--- src/rtl/lfsr_galois_gen.sv ---
// Parametrised Galois LFSR with step enable, seed load, period measurement and lockup flag.
// Optional macro LFSR_LOCKUP_RECOVER_EN: a zero seed loads SEED instead, and lockup is tied low.
module lfsr_galois_gen #(
  parameter int unsigned      WIDTH = 5,
  parameter logic [WIDTH-1:0] TAPS  = 5'b00101,
  parameter logic [WIDTH-1:0] SEED  = {WIDTH{1'b1}}
) (
  input  logic             clk,
  input  logic             rst_b,
  input  logic             en,
  input  logic             load,
  input  logic [WIDTH-1:0] seed,
  output logic [WIDTH-1:0] q,
  output logic             bit_out,
  output logic             wrap,
  output logic [WIDTH-1:0] period,
  output logic             lockup
);

  logic [WIDTH-1:0] q_q, q_d;
  logic [WIDTH-1:0] start_q, start_d;
  logic [WIDTH-1:0] cnt_q, cnt_d;
  logic [WIDTH-1:0] period_q, period_d;
  logic             wrap_q, wrap_d;
  logic [WIDTH-1:0] nxt;
  logic [WIDTH-1:0] load_val;

  // One Galois step: shift left, fold the MSB back through the tap mask.
  always_comb begin
    nxt = {q_q[WIDTH-2:0], 1'b0} ^ ({WIDTH{q_q[WIDTH-1]}} & TAPS);
  end

`ifdef LFSR_LOCKUP_RECOVER_EN
  always_comb begin
    load_val = (seed == '0) ? SEED : seed;
  end
`else
  always_comb begin
    load_val = seed;
  end
`endif

  // Load beats enable; the period counter restarts whenever q returns to start.
  always_comb begin
    q_d      = q_q;
    start_d  = start_q;
    cnt_d    = cnt_q;
    period_d = period_q;
    wrap_d   = 1'b0;
    if (load) begin
      q_d     = load_val;
      start_d = load_val;
      cnt_d   = '0;
    end else if (en) begin
      q_d = nxt;
      if (nxt == start_q) begin
        wrap_d   = 1'b1;
        period_d = cnt_q + WIDTH'(1);
        cnt_d    = '0;
      end else begin
        cnt_d    = cnt_q + WIDTH'(1);
      end
    end
  end

  always_ff @(posedge clk or negedge rst_b) begin
    if (!rst_b) begin
      q_q      <= SEED;
      start_q  <= SEED;
      cnt_q    <= '0;
      period_q <= '0;
      wrap_q   <= 1'b0;
    end else begin
      q_q      <= q_d;
      start_q  <= start_d;
      cnt_q    <= cnt_d;
      period_q <= period_d;
      wrap_q   <= wrap_d;
    end
  end

  assign q       = q_q;
  assign bit_out = q_q[WIDTH-1];
  assign wrap    = wrap_q;
  assign period  = period_q;

`ifdef LFSR_LOCKUP_RECOVER_EN
  assign lockup = 1'b0;
`else
  assign lockup = (q_q == '0);
`endif

endmodule

--- config.mk ---
export PLATFORM = sky130hd
export DESIGN_NAME = lfsr_galois_gen
export DESIGN_NICKNAME = d
export VERILOG_FILES = /design/src/rtl/lfsr_galois_gen.sv
export SDC_FILE = /design/constraint.sdc
export NUM_CORES = 1
export LEC_CHECK = 0
export CAP_MARGIN = 40
export CORE_MARGIN = 2
export CORE_UTILIZATION = 48
export CTS_CLUSTER_DIAMETER = 80
export DETAILED_ROUTE_END_ITERATION = 12
export PLACE_DENSITY = 0.77
export SYNTH_ARGS = -nofsm -noshare
export SYNTH_HDL_FRONTEND = slang
export SYNTH_SLANG_ARGS = --single-unit
--- constraint.sdc ---
create_clock -name clk -period 1.9 [get_ports clk]
set_input_delay 0.285 -clock clk [delete_from_list [all_inputs] [get_ports clk]]
set_output_delay 0.285 -clock clk [all_outputs]
set_load 0.005 [all_outputs]
==> qor.csv <==
metric;value;unit
holdWs;0.312;ns
vdd_drop_max;0.355;mV
leakagePower;0.639;nW
maxSlewViolCount;0;
r2r-end;period[4];
cts_buffers;3;
cts_tree;done;
rows;16;
crit_chain;buf_4, xor2_1, nor4_4, nand4b_4, mux2_2;
start_kind;flip-flop;
ff_latch_area;538;sq um
drt-wirelength-per-cell;13.3;um
critPathCaptureType;flip-flop;
io_pins;22;
max_freq;560;MHz
postCtsHoldBufs;0;
root_buffer;clkbuf_4;
syn2layout_area_growth;31.1;%
worst-path-max-fanout;6;
drive_above_1_share;28.8;%
drt_first_pass_iters;4;
syn_inst;83;
tightestPinTransition;0.358;ns
use_met3;3.64;%
crit_path_max_incr_delay;0.55;ns
r2r_start;q[0];
powerDensity;748;nW/um^2
clk_latency;0.30;ns
crit_slowest_cell;dfstp_2;
antenna_found_initial;0;
dieHeight;49.6;um
initial_core_util;50.9;%
die-area;2460;sq um
drt-initial-drc-count;4;
endpoint;period[4];
n_fill_cell;175;
core_area;1960;sq um
slew_headroom;75.9;%
gr-usage-all-layers;16.9;%
nets;122;
antenna_cells;0;
clockBufferDepth;2;
setup_slack;0.115;ns
htree_levels;1;
min_period;1.78;ns
period_share;93.9;%
ff2ff_path_depth;5;
syn_area;998;sq um
grtUsageMet1;20.4;%
grtUsageMet2;29.6;%
synthDistinctLibCells;23;
portBuffers;21;
status;finished clean;
max_cap_violations;0;
syn_avg_cell_area;12.0;sq um
antenna_left;0;
min_path_type;primary input to asynchronous set/reset pin;
vias;696;
cp.arrival;1.98;ns
multi_input_area;420;sq um
grt_max_degree;22;
grt_setup_unrepaired;no;
gp_congestion;0.767;
viasPerCell;5.04;
instances_no_fill;138;
fin_worst_skew;0.00694;ns
required;2.10;ns
r2r_setup_slack;0.12;ns
crit_type;flip-flop to flip-flop;
startpoint;q[0];
pre_cts_slack;-0.0122;ns
finalHoldViolCount;0;
syn-num-nets;93;
yosysSeqAreaShare;53.9;%
cts_sinks;21;
grt_pass1_wl;3190;um
yosysWarnings;0;
post-dp-hpwl;1420;um
placedCellCount;133;
die_w;49.6;um
first_global_vias;749;
synth-seq-cells;21;
overflow;0;
path_clk_slew;0.12;ns
setup-violations-final;0;
drc;0;
wl;1830;um
grt-busiest-layer;met2;
fin_util;66.7;%
## Yosys cell counts
library cell	count	area share, %
nand2_1	6	2.3
or4_2	1	0.88
xnor2_1	3	2.6
nor2_1	2	0.75
a211oi_2	1	1.3
a22o_1	4	3.5
o21ai_0	10	5.0
nand3_1	2	1.0
dfrtp_1	11	28
buf_4	1	0.75
xor2_2	1	1.6
buf_2	1	0.50
a211o_2	1	1.0
xor2_1	5	4.4
nand4b_4	1	2.4
dfstp_2	10	26
mux2_2	4	4.5
nor4_4	1	2.1
clkbuf_1	2	0.75
mux2i_1	6	6.0
a21oi_1	1	0.50
inv_1	8	3.0
ha_1	1	1.3
## sequential cells by signal, summed over array words and instances, names as in the netlist
register	flops
period	5
start_q	5
q	5
cnt_q	5
wrap	1
## layout by cell type (no fill, tap or decap), types with 2 or more instances in the layout
cell / count
nand2_1: 6
nand3_1: 2
a22o_1: 4
o21ai_0: 10
mux2_2: 4
dfrtp_1: 11
buf_4: 7
inv_1: 8
clkbuf_4: 3
clkdlybuf4s50_1: 19
xnor2_1: 2
dfstp_2: 10
mux2i_1: 6
xor2_1: 5
nor2_1: 2
## layout make-up
type                    count  share of cell area, %
clock buffers               4                   2.01
inverters                   8                   2.29
multi-input cells          50                   32.1
flip-flops and latches     21                   41.1
well taps                  27                   2.58
repair buffers             28                   19.9
## repair_timing
item,CTS,global route
setup endpoints to repair,1,6
setup buffers,1,0
pin swaps,1,1
resized for setup,4,3
## critical path, delay by kind of cell (launching register included)
family	cells	cell delay, ns
xor gates and xnor gates	1	0.09
buffers and inverters	1	0.12
DFF	1	0.55
muxes	1	0.32
and+or+nand+nor	2	0.60
## through the flow
step | TNS (ns) | total power, mW | cell area, sq um
3_3_place_gp | 0 | 0.761 | 1270
3_5_place_dp | -0.0122 | 0.770 | 1270
6_report | 0 | 0.979 | 1310
4_1_cts | 0 | 0.984 | 1300
5_1_grt | 0 | 1.04 | 1310
2_1_floorplan | 0 | 0.652 | 998
## worst min-delay path by stage
stage,to,slack [ns],cells past startpoint
2_1_floorplan,cnt_q[0],-0.01,0
3_3_place_gp,start_q[3],0.47,2
3_5_place_dp,start_q[2],0.47,2
4_1_cts,cnt_q[2],0.32,2
5_1_grt,cnt_q[3],0.32,2
6_report,cnt_q[2],0.31,2
## per-layer routing
| layer | wire (um) | vias up |
|---|---|---|
| li1 | - | 335 |
| met1 | 730 | 339 |
| met4 | 0 | 0 |
| met5 | 0 | - |
| met3 | 95 | 0 |
| met2 | 1010 | 22 |
## kinds of logic after synthesis
| kind of cell | Yosys count | share of synthesized area [%] |
|---|---|---|
| fa+ha+maj | 1 | 1.25 |
| flops | 21 | 53.9 |
| simple gates | 13 | 9.40 |
| xor+xnor | 9 | 8.65 |
| compound gates | 17 | 11.3 |
| buf+inv | 12 | 5.01 |
| mux | 10 | 10.5 |
## where the power goes
part | switching, mW | internal (mW) | leakage (nW)
logic | 0.106 | 0.130 | 0.372
clock network | 0.130 | 0.0817 | 0.0150
registers | 0.0294 | 0.501 | 0.252
Power figures use the tool's default switching activity.
